===== src/rtl/ddr_pattern_gen_pkg.sv =====
// rtl/ddr_pattern_gen_pkg.sv - shared widths, state enum, bar colours and pattern codes
package ddr_pattern_gen_pkg;

    localparam int PIX_W        = 32;
    localparam int BEAT_W       = 512;
    localparam int PIX_PER_BEAT = 16;

    typedef enum logic [1:0] {
        ST_IDLE = 2'd0,
        ST_RUN  = 2'd1,
        ST_DONE = 2'd2
    } state_t;

    localparam logic [1:0] PAT_BARS    = 2'd0;
    localparam logic [1:0] PAT_RAMP    = 2'd1;
    localparam logic [1:0] PAT_CHECKER = 2'd2;
    localparam logic [1:0] PAT_SOLID   = 2'd3;

    localparam logic [PIX_W-1:0] BAR_WHITE   = 32'h00FF_FFFF;
    localparam logic [PIX_W-1:0] BAR_YELLOW  = 32'h00FF_FF00;
    localparam logic [PIX_W-1:0] BAR_CYAN    = 32'h0000_FFFF;
    localparam logic [PIX_W-1:0] BAR_GREEN   = 32'h0000_FF00;
    localparam logic [PIX_W-1:0] BAR_MAGENTA = 32'h00FF_00FF;
    localparam logic [PIX_W-1:0] BAR_RED     = 32'h00FF_0000;
    localparam logic [PIX_W-1:0] BAR_BLUE    = 32'h0000_00FF;
    localparam logic [PIX_W-1:0] BAR_BLACK   = 32'h0000_0000;

    // Bar 0 is the leftmost bar of the colour-bar pattern.
    function automatic logic [PIX_W-1:0] bar_color(input logic [2:0] idx);
        case (idx)
            3'd0:    return BAR_WHITE;
            3'd1:    return BAR_YELLOW;
            3'd2:    return BAR_CYAN;
            3'd3:    return BAR_GREEN;
            3'd4:    return BAR_MAGENTA;
            3'd5:    return BAR_RED;
            3'd6:    return BAR_BLUE;
            default: return BAR_BLACK;
        endcase
    endfunction

endpackage


===== src/rtl/ddr_pattern_gen_if.sv =====
// rtl/ddr_pattern_gen_if.sv - write-port bundle between the pattern generator and the DDR write FIFO
// Signals: wr_en (beat strobe), wr_data (512-bit beat), wr_full (FIFO backpressure).
// master = beat producer, slave = write FIFO.
interface ddr_pattern_gen_if;
    import ddr_pattern_gen_pkg::*;

    logic              wr_en;
    logic [BEAT_W-1:0] wr_data;
    logic              wr_full;

    modport master (output wr_en, output wr_data, input wr_full);
    modport slave  (input wr_en, input wr_data, output wr_full);

endinterface


===== src/rtl/ddr_pattern_gen_lut.sv =====
// rtl/ddr_pattern_gen_lut.sv - combinational beat generator for one 16-pixel beat
// Ports: pattern (pattern code), x_beat (beat column), y (line), beat (512-bit pixels, pixel 0 in bits [31:0]).
module pattern_pixel_lut
    import ddr_pattern_gen_pkg::*;
#(
    parameter int  H_ACTIVE       = 1920,
    parameter int  V_ACTIVE       = 1080,
    localparam int BEATS_PER_LINE = H_ACTIVE / PIX_PER_BEAT,
    localparam int XW             = $clog2(BEATS_PER_LINE),
    localparam int YW             = $clog2(V_ACTIVE)
) (
    input  logic [1:0]        pattern,
    input  logic [XW-1:0]     x_beat,
    input  logic [YW-1:0]     y,
    output logic [BEAT_W-1:0] beat
);

    // H_ACTIVE is a multiple of 128, so every bar spans a whole number of
    // beats and one beat never straddles two bars.
    localparam int BAR_BEATS = BEATS_PER_LINE / 8;

    logic [2:0] bar_idx;
    logic       unused_y;

    // Only the line parity matters to the patterns.
    assign unused_y = ^y;

    always_comb begin
        bar_idx = 3'd0;
        for (int i = 1; i < 8; i++) begin
            if (int'(x_beat) >= i * BAR_BEATS) begin
                bar_idx = 3'(i);
            end
        end
    end

    always_comb begin
        beat = '0;
        for (int k = 0; k < PIX_PER_BEAT; k++) begin
            case (pattern)
                PAT_BARS:    beat[k*PIX_W +: PIX_W] = bar_color(bar_idx);
                PAT_RAMP:    beat[k*PIX_W +: PIX_W] = {8'h00, {3{8'(32'(x_beat) * 16 + k)}}};
                PAT_CHECKER: beat[k*PIX_W +: PIX_W] = (x_beat[0] ^ y[0]) ? BAR_WHITE : BAR_BLACK;
                default:     beat[k*PIX_W +: PIX_W] = BAR_RED;
            endcase
        end
    end

endmodule


===== src/rtl/ddr_pattern_gen.sv =====
// rtl/ddr_pattern_gen.sv - test-frame source: one frame of 512-bit beats per start request
// Ports: clk, rst (sync, active-high), start, pattern_sel, wr_if (master: wr_en/wr_data out, wr_full in),
// busy (not idle), frame_done (end-of-frame pulse), frame_cnt (completed frames, wraps).
module ddr_pattern_gen
    import ddr_pattern_gen_pkg::*;
#(
    parameter int H_ACTIVE = 1920,
    parameter int V_ACTIVE = 1080
) (
    input  logic                     clk,
    input  logic                     rst,
    input  logic                     start,
    input  logic [1:0]               pattern_sel,
    ddr_pattern_gen_if.master        wr_if,
    output logic                     busy,
    output logic                     frame_done,
    output logic [7:0]               frame_cnt
);

    localparam int BEATS_PER_LINE = H_ACTIVE / PIX_PER_BEAT;
    localparam int XW             = $clog2(BEATS_PER_LINE);
    localparam int YW             = $clog2(V_ACTIVE);
    localparam logic [XW-1:0] X_LAST = XW'(BEATS_PER_LINE - 1);
    localparam logic [YW-1:0] Y_LAST = YW'(V_ACTIVE - 1);

    state_t            state_q, state_d;
    logic [XW-1:0]     x_q, x_d;
    logic [YW-1:0]     y_q, y_d;
    logic [1:0]        pat_q, pat_d;
    logic              wr_en_q, wr_en_d;
    logic [BEAT_W-1:0] wr_data_q, wr_data_d;
    logic              frame_done_q, frame_done_d;
    logic [7:0]        frame_cnt_q, frame_cnt_d;
    logic [BEAT_W-1:0] beat;

    pattern_pixel_lut #(
        .H_ACTIVE (H_ACTIVE),
        .V_ACTIVE (V_ACTIVE)
    ) u_lut (
        .pattern (pat_q),
        .x_beat  (x_q),
        .y       (y_q),
        .beat    (beat)
    );

    always_comb begin
        state_d      = state_q;
        x_d          = x_q;
        y_d          = y_q;
        pat_d        = pat_q;
        wr_en_d      = 1'b0;
        wr_data_d    = wr_data_q;
        frame_done_d = 1'b0;
        frame_cnt_d  = frame_cnt_q;
        case (state_q)
            ST_IDLE: begin
                if (start) begin
                    pat_d   = pattern_sel;
                    x_d     = '0;
                    y_d     = '0;
                    state_d = ST_RUN;
                end
            end
            ST_RUN: begin
                // Counters only move on an issued beat, so a stalled cycle
                // re-presents the same (x, y) on the next edge.
                if (!wr_if.wr_full) begin
                    wr_en_d   = 1'b1;
                    wr_data_d = beat;
                    if (x_q == X_LAST) begin
                        x_d = '0;
                        if (y_q == Y_LAST) begin
                            y_d     = '0;
                            state_d = ST_DONE;
                        end else begin
                            y_d = y_q + YW'(1);
                        end
                    end else begin
                        x_d = x_q + XW'(1);
                    end
                end
            end
            ST_DONE: begin
                frame_done_d = 1'b1;
                frame_cnt_d  = frame_cnt_q + 8'd1;
                state_d      = ST_IDLE;
            end
            default: state_d = ST_IDLE;
        endcase
    end

    always_ff @(posedge clk) begin
        if (rst) begin
            state_q      <= ST_IDLE;
            x_q          <= '0;
            y_q          <= '0;
            pat_q        <= '0;
            wr_en_q      <= 1'b0;
            wr_data_q    <= '0;
            frame_done_q <= 1'b0;
            frame_cnt_q  <= '0;
        end else begin
            state_q      <= state_d;
            x_q          <= x_d;
            y_q          <= y_d;
            pat_q        <= pat_d;
            wr_en_q      <= wr_en_d;
            wr_data_q    <= wr_data_d;
            frame_done_q <= frame_done_d;
            frame_cnt_q  <= frame_cnt_d;
        end
    end

    assign wr_if.wr_en   = wr_en_q;
    assign wr_if.wr_data = wr_data_q;
    assign busy          = (state_q != ST_IDLE);
    assign frame_done    = frame_done_q;
    assign frame_cnt     = frame_cnt_q;

endmodule


===== src/flat_wrapper.sv =====
// flat-port wrapper written by rule: the top's interface ports become plain ports
module ddr_pattern_gen_flat import ddr_pattern_gen_pkg::*;
#(
    parameter int H_ACTIVE = 1920,
    parameter int V_ACTIVE = 1080
)
  (clk, rst, start, pattern_sel, busy, frame_done, frame_cnt, wr_if_wr_en, wr_if_wr_data, wr_if_wr_full);
  ddr_pattern_gen_if wr_if_i ();
  input  logic clk;
  input  logic rst;
  input  logic start;
  input  logic [1:0] pattern_sel;
  output logic busy;
  output logic frame_done;
  output logic [7:0] frame_cnt;
  output wire logic [$bits(wr_if_i.wr_en)-1:0] wr_if_wr_en;
  output wire logic [$bits(wr_if_i.wr_data)-1:0] wr_if_wr_data;
  input wire logic [$bits(wr_if_i.wr_full)-1:0] wr_if_wr_full;
  assign wr_if_wr_en = wr_if_i.wr_en;
  assign wr_if_wr_data = wr_if_i.wr_data;
  assign wr_if_i.wr_full = wr_if_wr_full;
  ddr_pattern_gen #(.H_ACTIVE(H_ACTIVE), .V_ACTIVE(V_ACTIVE)) u_core (.clk(clk), .rst(rst), .start(start), .pattern_sel(pattern_sel), .wr_if(wr_if_i), .busy(busy), .frame_done(frame_done), .frame_cnt(frame_cnt));
endmodule

===== config.mk =====
export PLATFORM = sky130hd
export DESIGN_NAME = ddr_pattern_gen_flat
export DESIGN_NICKNAME = d
export VERILOG_FILES = /design/src/rtl/ddr_pattern_gen_pkg.sv /design/src/rtl/ddr_pattern_gen_if.sv /design/src/rtl/ddr_pattern_gen_lut.sv /design/src/rtl/ddr_pattern_gen.sv /design/src/flat_wrapper.sv
export SDC_FILE = /design/constraint.sdc
export NUM_CORES = 1
export LEC_CHECK = 0
export BUFFER_PORTS_ARGS = -buffer_cell sky130_fd_sc_hd__buf_2
export CAP_MARGIN = 20
export CORE_AREA = 2 2 208 210
export DETAILED_ROUTE_END_ITERATION = 8
export DIE_AREA = 0 0 210 212
export SETUP_SLACK_MARGIN = 0.02
export SLEW_MARGIN = 20
export SYNTH_ARGS = -nofsm -noshare
export SYNTH_HDL_FRONTEND = slang
export SYNTH_SLANG_ARGS = --single-unit

===== constraint.sdc =====
create_clock -name clk -period 2.2 [get_ports clk]
set_input_delay 0 -clock clk [delete_from_list [all_inputs] [get_ports clk]]
set_output_delay 0 -clock clk [all_outputs]
set_load 0.02 [all_outputs]

==> summary.txt <==
Floorplan
  • Row cnt: 76
  • Initial core utilization: 0.1446
  • Die span in y: 212 um
  • Die area: 44520 sq um
  • Io pins: 529
  • Die span in x: 210 um
  • Placeable Area: 42510 sq um

Logic synthesis
  • Yosys reg bits: 50
  • Yosys top cell area share: 0.6033
  • Avg Inst Size Synth: 7.901 sq um
  • Yosys warnings: 0
  • Cells after synthesis: 778
  • Distinct cells, synth: 51
  • Synthesized area: 6147 sq um
  • Top FF cell, synth: dfxtp_1
  • Synth area leaders: buf_4 60%, dfxtp_1 16%, nor2_1 2.5%
  • FFs w/ async S/R, synth: 0
  • Most common cell in the synthesized netlist: buf_4
  • Synth cell count leaders: 494 x buf_4, 50 x dfxtp_1, 41 x nor2_1, 19 x nand2_1, 15 x xor2_1
  • Synth area leader: buf_4
  • Register area share after synthesis: 0.1628
  • EDFF count, synth: 0

Global route
  • Largest net degree at the start of global routing: 34
  • Initial antenna violation count: 0
  • Overall Global Routing Usage: 0.04589
  • First-pass GRT wire length: 15730 um
  • Gr ovfl total: 0
  • Vias in the first global route: 2692

Placement
  • # port buffers: 400
  • Pre-CTS WS: 0.2527 ns
  • GPL Wtd Cong: 0.7646
  • Placed instance area: 5615 sq um
  • # placed instances: 1354
  • Dpl hpwl: 9776 um

Detailed routing
  • Final wirelength: 12540 um
  • Pre-Repair DR Iteration Count: 5
  • Wire per inst: 9.193 um
  • # DRC: 0
  • Post-DRT Antenna Nets: 0
  • DRT iter0 DRCs: 146
  • Via count: 3986
  • Post-DR vias/cell: 2.922

Final layout
  • Final #Nets: 829
  • Area delta synth->final: -6.005%
  • Share of cells above drive strength 1: 0.5269
  • Ant. Diodes: 0
  • Non-Filler Instances: 1364
  • Fillcell total: 4821
  • Design Area, Final: 5778 sq um
  • Post-route core utilization: 0.1359

Clock network
  • CTS Buffer Depth: 2
  • Clk slew on worst S/H paths: 0.06 ns
  • Post-cts resize count: 0
  • Clk sinks: 50
  • H-tree levels: 2
  • Number of CTS-inserted buffers: 5
  • CTS Root Buffer Type: clkbuf_16
  • CTS tree: yes
  • Worst-Skew Late Latency: 0.28 ns

Min path
  • Hold Crit Class: in2reg

Power
  • VDD IR max: 0.3496 mV
  • Pwr Total: 3.231 mW
  • Pwr Density: 559.2 nW/um^2
  • Static leakage: 3.552 nW

STA
  • Clock skew: 0.006744 ns
  • Final hold slack: 0.08708 ns
  • RSZ-0062 raised after global routing: no
  • Post-layout min period: 1.982 ns
  • TNS Setup: 0 ns
  • Setup slack after layout: 0.2184 ns
  • Final Max Slew Viols: 0
  • Fmax: 0.5046 GHz
  • Final setup viols: 0
  • Final Hold Fails: 0
  • Least-Margin Pin Slew: 0.8600 ns
  • Period Utilization, post-route: 0.9007
  • Rel. slew slack: 0.4259

Critical path
  • CP max stage delay: 0.45 ns
  • CP endpoint kind: flop
  • Cell family with most CP delay: compound AO/OA/AOI/OAI gates
  • WP buf/inv: 0
  • Data arrival, critical path: 2.18 ns
  • Worst-path maximum fanout: 9
  • CP required: 2.39 ns
  • CP Cell Sequence: ha_1 > a2111o_1 > o2111ai_2 > a31o_4 > o31ai_4 > o31ai_2
  • Critical path type: reg2reg
  • Slowest CP cell: a2111o_1
  • Setup crit start kind: flop

Outcome
  • Status: finished clean

Job
  • Total of max-cap violations: 0
==> layout by cell type (no fill, tap or decap), types with 4 or more instances in the layout <==
cell type,instances
and4_1,4
ha_1,5
nand2_1,19
buf_4,16
xnor2_1,6
o21ai_0,11
nand2b_1,4
buf_2,400
inv_1,9
clkbuf_16,5
a311oi_1,4
nand3_1,11
a31oi_1,6
and3_1,7
a21oi_1,13
nor3_1,7
nand4_1,9
conb_1,128
and2_1,4
nor2b_1,5
nor2_1,41
dfxtp_1,50
xor2_1,15
==> power by group <==
group	leakage, nW	switching [mW]	internal, mW
Clock	0.0640	0.308	0.416
Sequential	0.406	0.0752	0.937
Combinational	3.08	1.11	0.382
==> cell type report <==
cell class,instances,area [sq um],area share
Timing Repair Buffer,419,2152,0.3725
Tap cell,546,683.2,0.1182
Sequential cell,50,1001,0.1732
Clock buffer,7,132.6,0.02295
Multi-Input combinational cell,333,1775,0.3073
Inverter,9,33.78,0.005847
==> final timing paths <==
| kind | startpoint | to | slack, ns | depth (start not counted) |
|---|---|---|---|---|
| worst min-delay path | wr_if_wr_full | u_core.state_q[0] | 0.09 | 3 |
| worst max register to register | u_core.x_q[0] | u_core.wr_if.wr_data[448] | 0.22 | 6 |
| worst max-delay path | u_core.x_q[0] | u_core.wr_if.wr_data[448] | 0.22 | 6 |
| worst min register to register | u_core.y_q[1] | u_core.y_q[1] | 0.49 | 2 |
==> flip-flops by register name (all words and copies together) (netlist names) <==
name / flops
u_core.frame_cnt: 8
u_core.frame_done: 1
u_core.pat_q: 2
u_core.state_q: 2
u_core.wr_if.wr_data: 18
u_core.wr_if.wr_en: 1
u_core.x_q: 7
u_core.y_q: 11
==> worst min-delay path, stage by stage <==
cell     delay [ns]
buf_2          0.11
o21ai_0        0.09
a21oi_1        0.14
==> per-layer routing <==
metal	global-route usage	vias up	share of wire
li1	-	1931	-
met1	0.05420	1816	0.42
met2	0.08374	235	0.52
met3	0.008124	4	0.056
met4	0.01516	0	0.0087
met5	0	-	0
==> repair_timing <==
item,CTS,global route
endpoints found under the hold margin,3,0
hold buffers,3,0
setup buffers,0,0
==> kinds of logic after synthesis <==
group	count (synthesis)	synth area share
AOI/OAI and AO/OA	54	0.06493
DFF	50	0.1628
buffers and inverters	522	0.6259
and+or+nand+nor	122	0.1008
muxes	3	0.004885
adders and majority gates	5	0.01018
other	1	0.0006100
xor gates and xnor gates	21	0.02992
(Power assumes the default switching activity.)
